==> src/rtl/lidar_uart_distance_pkg.sv <==
// Shared constants and types for the lidar scan-frame receiver and its mean divider.
package lidar_uart_distance_pkg;

    localparam logic [7:0] HDR0_DEF = 8'h55;
    localparam logic [7:0] HDR1_DEF = 8'hAA;

    localparam int DIVIDEND_W = 24;
    localparam int DIVISOR_W  = 8;
    localparam int QUOT_W     = 16;

    typedef enum logic [2:0] {
        IDLE_WAIT_HIGH,
        IDLE,
        HDR,
        LSN,
        DATA
    } rx_state_e;

endpackage

==> src/rtl/lidar_uart_distance_udiv24_8.sv <==
// Restoring unsigned 24/8 divider, one quotient bit per clock, MSB first.
// done rises 24 cycles after the accepted start cycle; start while busy is dropped.
module udiv24_8
    import lidar_uart_distance_pkg::*;
(
    input  logic                  clk_i,
    input  logic                  reset_i,
    input  logic                  start_i,
    input  logic [DIVIDEND_W-1:0] dividend_i,
    input  logic [DIVISOR_W-1:0]  divisor_i,
    output logic [QUOT_W-1:0]     quotient_o,
    output logic                  done_o
);

    logic [DIVIDEND_W-1:0] quo_q, quo_d;
    logic [DIVISOR_W-1:0]  rem_q, rem_d;
    logic [DIVISOR_W-1:0]  dvs_q, dvs_d;
    logic [4:0]            cnt_q, cnt_d;
    logic                  busy_q, busy_d;
    logic                  done_q, done_d;

    logic [DIVIDEND_W-1:0] src_quo;
    logic [DIVISOR_W-1:0]  src_rem;
    logic [DIVISOR_W-1:0]  src_dvs;
    logic [DIVISOR_W:0]    trial;
    logic [DIVISOR_W:0]    diff;
    logic                  qbit;

    // The first iteration runs in the start cycle itself so that 24 bits finish on time.
    always_comb begin
        src_quo = busy_q ? quo_q : dividend_i;
        src_rem = busy_q ? rem_q : '0;
        src_dvs = busy_q ? dvs_q : divisor_i;
        trial   = {src_rem, src_quo[DIVIDEND_W-1]};
        diff    = trial - {1'b0, src_dvs};
        qbit    = (trial >= {1'b0, src_dvs});

        quo_d  = quo_q;
        rem_d  = rem_q;
        dvs_d  = dvs_q;
        cnt_d  = cnt_q;
        busy_d = busy_q;
        done_d = 1'b0;

        if (busy_q || start_i) begin
            quo_d = {src_quo[DIVIDEND_W-2:0], qbit};
            rem_d = qbit ? diff[DIVISOR_W-1:0] : trial[DIVISOR_W-1:0];
        end

        if (busy_q) begin
            cnt_d = cnt_q + 5'd1;
            if (cnt_q == 5'(DIVIDEND_W - 1)) begin
                busy_d = 1'b0;
                done_d = 1'b1;
            end
        end else if (start_i) begin
            dvs_d  = divisor_i;
            cnt_d  = 5'd1;
            busy_d = 1'b1;
        end
    end

    always_ff @(posedge clk_i) begin
        if (reset_i) begin
            quo_q  <= '0;
            rem_q  <= '0;
            dvs_q  <= '0;
            cnt_q  <= '0;
            busy_q <= 1'b0;
            done_q <= 1'b0;
        end else begin
            quo_q  <= quo_d;
            rem_q  <= rem_d;
            dvs_q  <= dvs_d;
            cnt_q  <= cnt_d;
            busy_q <= busy_d;
            done_q <= done_d;
        end
    end

    assign quotient_o = ((dvs_q == '0) || (quo_q[DIVIDEND_W-1:QUOT_W] != '0))
                        ? {QUOT_W{1'b1}} : quo_q[QUOT_W-1:0];
    assign done_o     = done_q;

endmodule

==> src/rtl/lidar_uart_distance.sv <==
// Serial scan-frame receiver: header check, sample count, 16-bit samples -> min/max/mean.
// Byte strobes one cycle after the last bit; frame results when the mean divider completes.
module lidar_uart_distance
    import lidar_uart_distance_pkg::*;
#(
    parameter logic [7:0] HDR0 = HDR0_DEF,
    parameter logic [7:0] HDR1 = HDR1_DEF
)(
    input  logic        clk_i,
    input  logic        reset_i,
    input  logic        rxd_i,
    output logic [7:0]  byte_data_o,
    output logic        byte_valid_o,
    output logic [15:0] dist_min_o,
    output logic [15:0] dist_max_o,
    output logic [15:0] dist_mean_o,
    output logic        frame_done_o
);

    rx_state_e   st_q, st_d;
    logic [2:0]  bit_cnt_q, bit_cnt_d;
    logic [6:0]  sh_q, sh_d;
    logic        hdr_idx_q, hdr_idx_d;
    logic        hi_q, hi_d;
    logic [7:0]  lo_q, lo_d;
    logic [7:0]  n_q, n_d;
    logic [7:0]  cnt_q, cnt_d;
    logic [15:0] min_q, min_d;
    logic [15:0] max_q, max_d;
    logic [23:0] sum_q, sum_d;
    logic [7:0]  byte_data_q, byte_data_d;
    logic        byte_vld_q, byte_vld_d;
    logic        div_start_q, div_start_d;
    logic [15:0] pend_min_q, pend_min_d;
    logic [15:0] pend_max_q, pend_max_d;
    logic [15:0] out_min_q, out_min_d;
    logic [15:0] out_max_q, out_max_d;
    logic [15:0] out_mean_q, out_mean_d;

    logic [7:0]  byte_w;
    logic [15:0] sample_w;
    logic        byte_end;
    logic [15:0] div_quot;
    logic        div_done;

    always_comb begin
        byte_w   = {rxd_i, sh_q};
        sample_w = {byte_w, lo_q};
        byte_end = (bit_cnt_q == 3'd7);

        st_d        = st_q;
        bit_cnt_d   = bit_cnt_q;
        sh_d        = sh_q;
        hdr_idx_d   = hdr_idx_q;
        hi_d        = hi_q;
        lo_d        = lo_q;
        n_d         = n_q;
        cnt_d       = cnt_q;
        min_d       = min_q;
        max_d       = max_q;
        sum_d       = sum_q;
        byte_data_d = byte_data_q;
        byte_vld_d  = 1'b0;
        div_start_d = 1'b0;
        pend_min_d  = pend_min_q;
        pend_max_d  = pend_max_q;
        out_min_d   = out_min_q;
        out_max_d   = out_max_q;
        out_mean_d  = out_mean_q;

        if (st_q inside {HDR, LSN, DATA}) begin
            sh_d      = byte_w[7:1];
            bit_cnt_d = bit_cnt_q + 3'd1;
        end

        case (st_q)
            IDLE_WAIT_HIGH: begin
                if (rxd_i) st_d = IDLE;
            end
            IDLE: begin
                if (!rxd_i) begin
                    st_d      = HDR;
                    bit_cnt_d = '0;
                    hdr_idx_d = 1'b0;
                end
            end
            HDR: begin
                if (byte_end) begin
                    if (byte_w != (hdr_idx_q ? HDR1 : HDR0)) begin
                        st_d = IDLE_WAIT_HIGH;
                    end else if (!hdr_idx_q) begin
                        hdr_idx_d = 1'b1;
                    end else begin
                        st_d  = LSN;
                        min_d = 16'hFFFF;
                        max_d = '0;
                        sum_d = '0;
                        cnt_d = '0;
                    end
                end
            end
            LSN: begin
                if (byte_end) begin
                    byte_data_d = byte_w;
                    byte_vld_d  = 1'b1;
                    n_d         = byte_w;
                    hi_d        = 1'b0;
                    st_d        = (byte_w == '0) ? IDLE_WAIT_HIGH : DATA;
                end
            end
            DATA: begin
                if (byte_end) begin
                    byte_data_d = byte_w;
                    byte_vld_d  = 1'b1;
                    if (!hi_q) begin
                        lo_d = byte_w;
                        hi_d = 1'b1;
                    end else begin
                        hi_d  = 1'b0;
                        min_d = (sample_w < min_q) ? sample_w : min_q;
                        max_d = (sample_w > max_q) ? sample_w : max_q;
                        sum_d = sum_q + 24'(sample_w);
                        cnt_d = cnt_q + 8'd1;
                        if (cnt_q + 8'd1 == n_q) begin
                            st_d        = IDLE_WAIT_HIGH;
                            div_start_d = 1'b1;
                        end
                    end
                end
            end
            default: st_d = IDLE_WAIT_HIGH;
        endcase

        // Snapshot extremes at divider launch; the receiver may already be on the next frame.
        if (div_start_q) begin
            pend_min_d = min_q;
            pend_max_d = max_q;
        end

        if (div_done) begin
            out_min_d  = pend_min_q;
            out_max_d  = pend_max_q;
            out_mean_d = div_quot;
        end
    end

    always_ff @(posedge clk_i) begin
        if (reset_i) begin
            st_q        <= IDLE_WAIT_HIGH;
            bit_cnt_q   <= '0;
            sh_q        <= '0;
            hdr_idx_q   <= 1'b0;
            hi_q        <= 1'b0;
            lo_q        <= '0;
            n_q         <= '0;
            cnt_q       <= '0;
            min_q       <= 16'hFFFF;
            max_q       <= '0;
            sum_q       <= '0;
            byte_data_q <= '0;
            byte_vld_q  <= 1'b0;
            div_start_q <= 1'b0;
            pend_min_q  <= '0;
            pend_max_q  <= '0;
            out_min_q   <= '0;
            out_max_q   <= '0;
            out_mean_q  <= '0;
        end else begin
            st_q        <= st_d;
            bit_cnt_q   <= bit_cnt_d;
            sh_q        <= sh_d;
            hdr_idx_q   <= hdr_idx_d;
            hi_q        <= hi_d;
            lo_q        <= lo_d;
            n_q         <= n_d;
            cnt_q       <= cnt_d;
            min_q       <= min_d;
            max_q       <= max_d;
            sum_q       <= sum_d;
            byte_data_q <= byte_data_d;
            byte_vld_q  <= byte_vld_d;
            div_start_q <= div_start_d;
            pend_min_q  <= pend_min_d;
            pend_max_q  <= pend_max_d;
            out_min_q   <= out_min_d;
            out_max_q   <= out_max_d;
            out_mean_q  <= out_mean_d;
        end
    end

    udiv24_8 u_div (
        .clk_i      (clk_i),
        .reset_i    (reset_i),
        .start_i    (div_start_q),
        .dividend_i (sum_q),
        .divisor_i  (n_q),
        .quotient_o (div_quot),
        .done_o     (div_done)
    );

    // Results appear in the very cycle frame_done is high, then hold in the output registers.
    assign byte_data_o  = byte_data_q;
    assign byte_valid_o = byte_vld_q;
    assign dist_min_o   = div_done ? pend_min_q : out_min_q;
    assign dist_max_o   = div_done ? pend_max_q : out_max_q;
    assign dist_mean_o  = div_done ? div_quot   : out_mean_q;
    assign frame_done_o = div_done;

endmodule

==> config.mk <==
export PLATFORM = sky130hd
export DESIGN_NAME = lidar_uart_distance
export DESIGN_NICKNAME = d
export VERILOG_FILES = /design/src/rtl/lidar_uart_distance_pkg.sv /design/src/rtl/lidar_uart_distance_udiv24_8.sv /design/src/rtl/lidar_uart_distance.sv
export SDC_FILE = /design/constraint.sdc
export NUM_CORES = 1
export LEC_CHECK = 0
export ABC_AREA = 1
export CELL_PAD_IN_SITES_DETAIL_PLACEMENT = 0
export CELL_PAD_IN_SITES_GLOBAL_PLACEMENT = 1
export CORE_MARGIN = 3
export CORE_UTILIZATION = 44
export CTS_CLUSTER_SIZE = 8
export DETAILED_ROUTE_END_ITERATION = 16
export GPL_ROUTABILITY_DRIVEN = 0
export PLACE_DENSITY = 0.89
export SLEW_MARGIN = 20
export SYNTH_ARGS = -nofsm -noshare
export SYNTH_HDL_FRONTEND = slang
export SYNTH_SLANG_ARGS = --single-unit
==> constraint.sdc <==
create_clock -name clk_i -period 3.9 [get_ports clk_i]
set_clock_uncertainty 0.1 [all_clocks]
set_input_delay 1.17 -clock clk_i [delete_from_list [all_inputs] [get_ports clk_i]]
set_output_delay 1.17 -clock clk_i [all_outputs]
set_load 0.01 [all_outputs]
### After elaboration in Yosys (flattened, before gate mapping)

Cells that the tools add are included.

* flip-flop bits (word level): 232
* output and inout bits: 58

* add/sub/neg operators: 5
* eq/ne operators: 20
* magnitude comparators: 3
* mux-type cells: 65
* reduce and logical (&&, ||, !) cells: 25
* bitwise gates (word level): 5

Operator list (count)
* $mux 16: 16
* $mux 24: 6
* $mux 8: 9
* $pmux 16 s2: 2
* $pmux 24 s2: 1
* $mux 3: 13
* $add 24x16->24: 1
* $gt 16x16->1: 1
* $logic_not 8->1: 2
* $lt 16x16->1: 1
* $ne 2x2->1 const B: 8
* $pmux 8 s2: 1
* $pmux 3 s5: 1
* $reduce_and 7->1: 2
* $mux 1: 12
* $mux 5: 2
* $ge 9x8->1: 1
* $add 8x1->8 const B: 1
* $eq 8x8->1: 1
* $ne 8x8->1: 1
* $reduce_and 8->1: 1
* $reduce_bool 2->1: 4
* $reduce_bool 8->1: 1
* $sub 8x8->8: 1
* 19 further kinds: 34

### Longest topological paths before layout

* depth in word-level cells: 6
* mapped depth: 17
* mapped depth without buffers: 16

### Hierarchy

A second synthesis with hierarchy kept.

* cell total of the unflattened synthesis: 1742
* area total of the unflattened synthesis: 11932.7 um^2

By module, submodules not included
* lidar_uart_distance: instances 1, area each 9147.5 um^2, cells an instance 1309
* udiv24_8: instances 1, area each 2785.2 um^2, cells an instance 433

### Least setup slack after synthesis

OpenSTA, ideal clock, no wires.

* kind: register to register
* from: register u_div.busy_q
* to: register u_div.rem_q[2]
* arrival: 2.627 ns
* path slack: 1.056 ns
* clock period less this slack: 2.844 ns
* required time: 3.683 ns
* path buffers: 3
* cell stages (with the launch flop): 14
* cells stage by stage: dfxtp_1 -> clkbuf_1 -> buf_1 -> clkbuf_1 -> o21ai_0 -> ha_1 -> nand2_1 -> o21ai_0 -> and3_1 -> o21bai_1 -> nand2_1 -> o21ai_0 -> nor2_1 -> nor2_1

* longest elaborated chain between the ends: 3

RTL lines
* from (decl): RTL line lidar_uart_distance_udiv24_8.sv:19 `logic busy_q, busy_d;`
* from (signal assigned): RTL line lidar_uart_distance_udiv24_8.sv:76 `busy_q <= busy_d;`
* $mux 24, or another cell as far along: RTL line lidar_uart_distance_udiv24_8.sv:31 `src_quo = busy_q ? quo_q : dividend_i;`
* $sub 8x8->8 / $ge 9x8->1 (equally long branches): RTL line lidar_uart_distance_udiv24_8.sv:35, lidar_uart_distance_udiv24_8.sv:36
* $mux 8: RTL line lidar_uart_distance_udiv24_8.sv:47 `rem_d = qbit ? diff[DIVISOR_W-1:0] : trial[DIVISOR_W-1:0];`
* to (signal assigned): RTL line lidar_uart_distance_udiv24_8.sv:73 `rem_q <= rem_d;`
* to (decl): RTL line lidar_uart_distance_udiv24_8.sv:16 `logic [DIVISOR_W-1:0] rem_q, rem_d;`

Parallel ways exist; a longest one is shown, timed or not.
A chain may end at the register's enable or synchronous reset.

### Final worst setup path

* from: register u_div.quo_q[23]
* to: output port dist_mean_o[11]

* longest elaborated chain between the ends: 4

RTL lines
* from (decl): RTL line lidar_uart_distance_udiv24_8.sv:15 `logic [DIVIDEND_W-1:0] quo_q, quo_d;`
* from (signal assigned): RTL line lidar_uart_distance_udiv24_8.sv:72 `quo_q <= quo_d;`
* $reduce_bool 8->1: RTL line lidar_uart_distance_udiv24_8.sv:81 `assign quotient_o = ((dvs_q == '0) || (quo_q[DIVIDEND_W-1:QUOT_W] != '0))`
* $logic_or 1x1->1: RTL line lidar_uart_distance_udiv24_8.sv:81
* $mux 16: RTL line lidar_uart_distance_udiv24_8.sv:82 `? {QUOT_W{1'b1}} : quo_q[QUOT_W-1:0];`
* $mux 16
* to (decl): RTL line lidar_uart_distance.sv:16 `output logic [15:0] dist_mean_o,`

Every way passes these cells.

==> parameters.txt <==
Parameter                              Value

Outcome
  Run status    complete, no violations

Floorplan
  Count of standard-cell rows    59
  Number of top-level design ports    61
  Die outline width    169 µm
  Die Footprint    28,500 µm²
  Vertical extent of the die    169 µm
  Effective utilization at floorplan    44.8%
  Core Area    26,100 µm²

STA
  Fraction of the cycle the final worst path needs    95.4%
  Final Setup Violations    0
  Highest attainable clock frequency    269 MHz
  Total negative slack    0 ns
  RSZ-0062 raised after global routing    false
  Slew of the pin with the lowest slew margin    1.05 ns
  Worst hold slack after final layout    0.354 ns
  Worst rel slew slack    30.0%
  Final Hold Vio Count    0
  Fin worst setup slack    0.179 ns
  Final worst path period need    3.72 ns
  Slew Limit Fails    0

Worst hold path
  Classification of the worst-slack hold path    flip-flop to flip-flop

Power
  Areal power density over the cells    531 nW/µm²
  Switching power    2.40 mW
  Switching part of the total    33.6%
  Leak pwr    6.29 nW
  Internal power    4.75 mW
  VDD IR max    0.000332 V
  Relative contribution of combinational cells to total power    23.9%
  Share of power burned in the clock network    36.3%
  Part of the power in registers    39.8%

Setup path
  Worst Setup Start Kind    flip-flop
  Worst setup slack for register-to-register paths    0.92 ns
  R2R Path End    u_div.rem_q[0]
  Reg2Reg Launch Point    u_div.busy_q
  Worst reg-to-reg path cell count    13
  Maximum fanout encountered on the critical timing path    16
  Worst setup path class    flip-flop to output port
  End point of the critical path    dist_mean_o[11]
  Data arrival time of the critical path    2.45 ns
  Worst Setup End Kind    output port
  Endpoint required time on the critical path    2.63 ns
  Start point of the critical path    u_div.quo_q[23]

Layout
  Final nets    1,811
  Layout area overhead    15.3%
  ANT cells    0
  Most common library cell in the layout ignoring fill and taps    sky130_fd_sc_hd__nand2_1
  Fraction of final layout cells with drive strength greater than 1    5.32%
  Final Instance Area    13,500 µm²
  Most used cells in the layout excluding fill and tap cells    sky130_fd_sc_hd__nand2_1 (436), sky130_fd_sc_hd__dfxtp_1 (230), sky130_fd_sc_hd__inv_1 (196), sky130_fd_sc_hd__a21oi_1 (185), sky130_fd_sc_hd__nor2_1 (140)
  Number of filler cells placed in the layout    2,612
  Final cell utilization of the core    51.7%

Synth
  Count of distinct cell types in the synthesized netlist    43
  Summed instance area of the synthesized netlist    11,700 µm²
  EDFF count, synth    0
  Number of instances in the synthesized netlist    1,707
  Post-synthesis sequential element count    232
  Post-Syn Area per Cell    6.84 µm²
  Sequential share of the synthesized area    39.8%
  Ys async rst share    0%
  Total nets after synthesis    1,771
  Top FF cell, synth    sky130_fd_sc_hd__dfxtp_1
  Warning count from the yosys run    0

Global routing
  Via count of the first global-routing pass    10.1k
  Global-route wire length before repair    51,500 µm
  Maximum number of pins on one net before global-route repair    88
  Initial antenna violation count    0
  Overflow left after global routing    0
  GRT Total Usage    21.7%

Route
  Post-detailed-route wirelength per cell    15.0 µm
  DRC violations left    0
  Iter 0 DRT Violations    897
  Per-cell via count in the routed design    5.19
  Total number of vias    10.8k
  Routed wire length    31,300 µm
  First-pass iteration count of the detailed router    5
  DRT antenna net count    0

Clocking
  CTS tree    done
  Clock Sink Count    232
  Clock slew at the register clock pins of the worst setup and hold paths    0.05 ns
  Root buffer selected by CTS    sky130_fd_sc_hd__clkbuf_16
  Num CTS Buffers    34
  H-Tree Depth    2
  Number of buffers inserted to repair setup after CTS    0
  Clock latency of the later-clocked register in the worst-skew pair    0.51 ns
  Clock Path Buffers    3

Place
  Number of buffer cells added on primary ports    60
  Post-place instance area    12,500 µm²
  HPWL after detailed placement    21,700 µm
  Post-placement setup slack    0.345 ns

Job
  Max_cap viols    0
==> per-stage QoR <==
stage          instances  total power [mW]
2_1_floorplan       1707              4.09
3_3_place_gp        2046              4.53
4_1_cts             2083              7.20
5_1_grt             2083              7.57
6_report            2083              7.15
3_5_place_dp        2046              4.57
==> cells in the mapped netlist, drive strengths merged, types with 2 or more instances <==
master | instances | share of area (%)
o211ai | 4 | 0.26
xnor2 | 2 | 0.15
o221ai | 9 | 0.67
nor2 | 142 | 4.6
o21bai | 6 | 0.39
dfxtp | 232 | 40
a31oi | 5 | 0.27
nand3 | 130 | 5.6
or2 | 14 | 0.75
clkinv | 4 | 0.13
and3 | 2 | 0.11
fa | 2 | 0.34
inv | 202 | 6.5
a21oi | 186 | 8.1
o21a | 3 | 0.19
xor2 | 6 | 0.45
buf | 20 | 0.92
nand2 | 440 | 14
nand3b | 5 | 0.32
clkbuf | 58 | 1.9
ha | 59 | 6.3
o21ai | 131 | 5.6
nand4 | 11 | 0.59
nor4 | 4 | 0.21
nor3 | 15 | 0.69
a22oi | 7 | 0.45
o22ai | 2 | 0.11
a211oi | 2 | 0.13
==> logic make-up after synthesis <==
logic type                 Yosys count  share of synthesized area [%]
AOI/OAI and AO/OA                  357                           16.3
muxes                                1                         0.0857
adders and majority gates           61                           6.66
DFF                                232                           39.8
buffers and inverters              284                           9.42
xor gates and xnor gates             8                          0.600
and+or+nand+nor                    764                           27.2
==> critical path: stages, from the launching register on <==
cell	delay, ns
sky130_fd_sc_hd__dfxtp_1	0.33
sky130_fd_sc_hd__nor4_2	0.41
sky130_fd_sc_hd__and3_4	0.39
sky130_fd_sc_hd__nand3_1	0.11
sky130_fd_sc_hd__o21ai_0	0.15
sky130_fd_sc_hd__inv_1	0.07
sky130_fd_sc_hd__clkdlybuf4s50_1	0.48
==> routing by layer <==
| metal | share of wire [%] | up-vias | GRT usage, % |
|---|---|---|---|
| met1 | 49 | 4862 | 31.1 |
| met2 | 43 | 292 | 34.6 |
| met3 | 6.2 | 40 | 3.29 |
| met5 | 0 | - | 0 |
| met4 | 1.8 | 0 | 5.02 |
| li1 | - | 5619 | - |
==> area by class of cell <==
cell class	instances	area (µm²)	area share, %
multi-input combinational	1191	5950	44.2
sequential	232	4650	34.5
clock buffer	35	876	6.50
inverter	206	774	5.75
timing repair buffer	82	773	5.74
tap	335	419	3.11
clock inverter	2	28.8	0.214
==> power by group through the flow <==
stage                     logic, mW  registers [mW]  clock network (mW)
after floorplan                1.31            2.77                   0
after global placement         1.65            2.89                   0
after detailed placement       1.69            2.88                   0
after CTS                      1.70            2.84                2.66
after global routing           1.96            2.86                2.75
final                          1.71            2.84                2.59
==> registers in the layout (all words and copies together) (netlist names), 3 cells and up <==
signal	cells
sum_q	24
u_div.quo_q	24
max_q	16
min_q	16
out_max_q	16
out_mean_q	16
out_min_q	16
pend_max_q	16
pend_min_q	16
byte_data_o	8
cnt_q	8
lo_q	8
n_q	8
u_div.dvs_q	8
u_div.rem_q	8
sh_q	7
u_div.cnt_q	5
bit_cnt_q	3
st_q	3
==> timing repair <==
action / 4_1_cts / 5_1_grt
setup endpoints to repair: 16 / 16
hold buffers: 0 / 0
gates resized for setup: 2 / 2
==> how the worst min path moves through the flow <==
stage	endpoint	startpoint	slack, ns	cells after the start
3_3_place_gp	min_q[9]	min_q[9]	0.34	2
5_1_grt	u_div.cnt_q[4]	u_div.cnt_q[4]	0.37	1
2_1_floorplan	min_q[10]	min_q[10]	0.33	2
6_report	min_q[10]	min_q[10]	0.35	2
4_1_cts	min_q[10]	min_q[10]	0.35	2
3_5_place_dp	min_q[10]	min_q[10]	0.34	2
No activity file was read; power rests on OpenSTA's default activity.
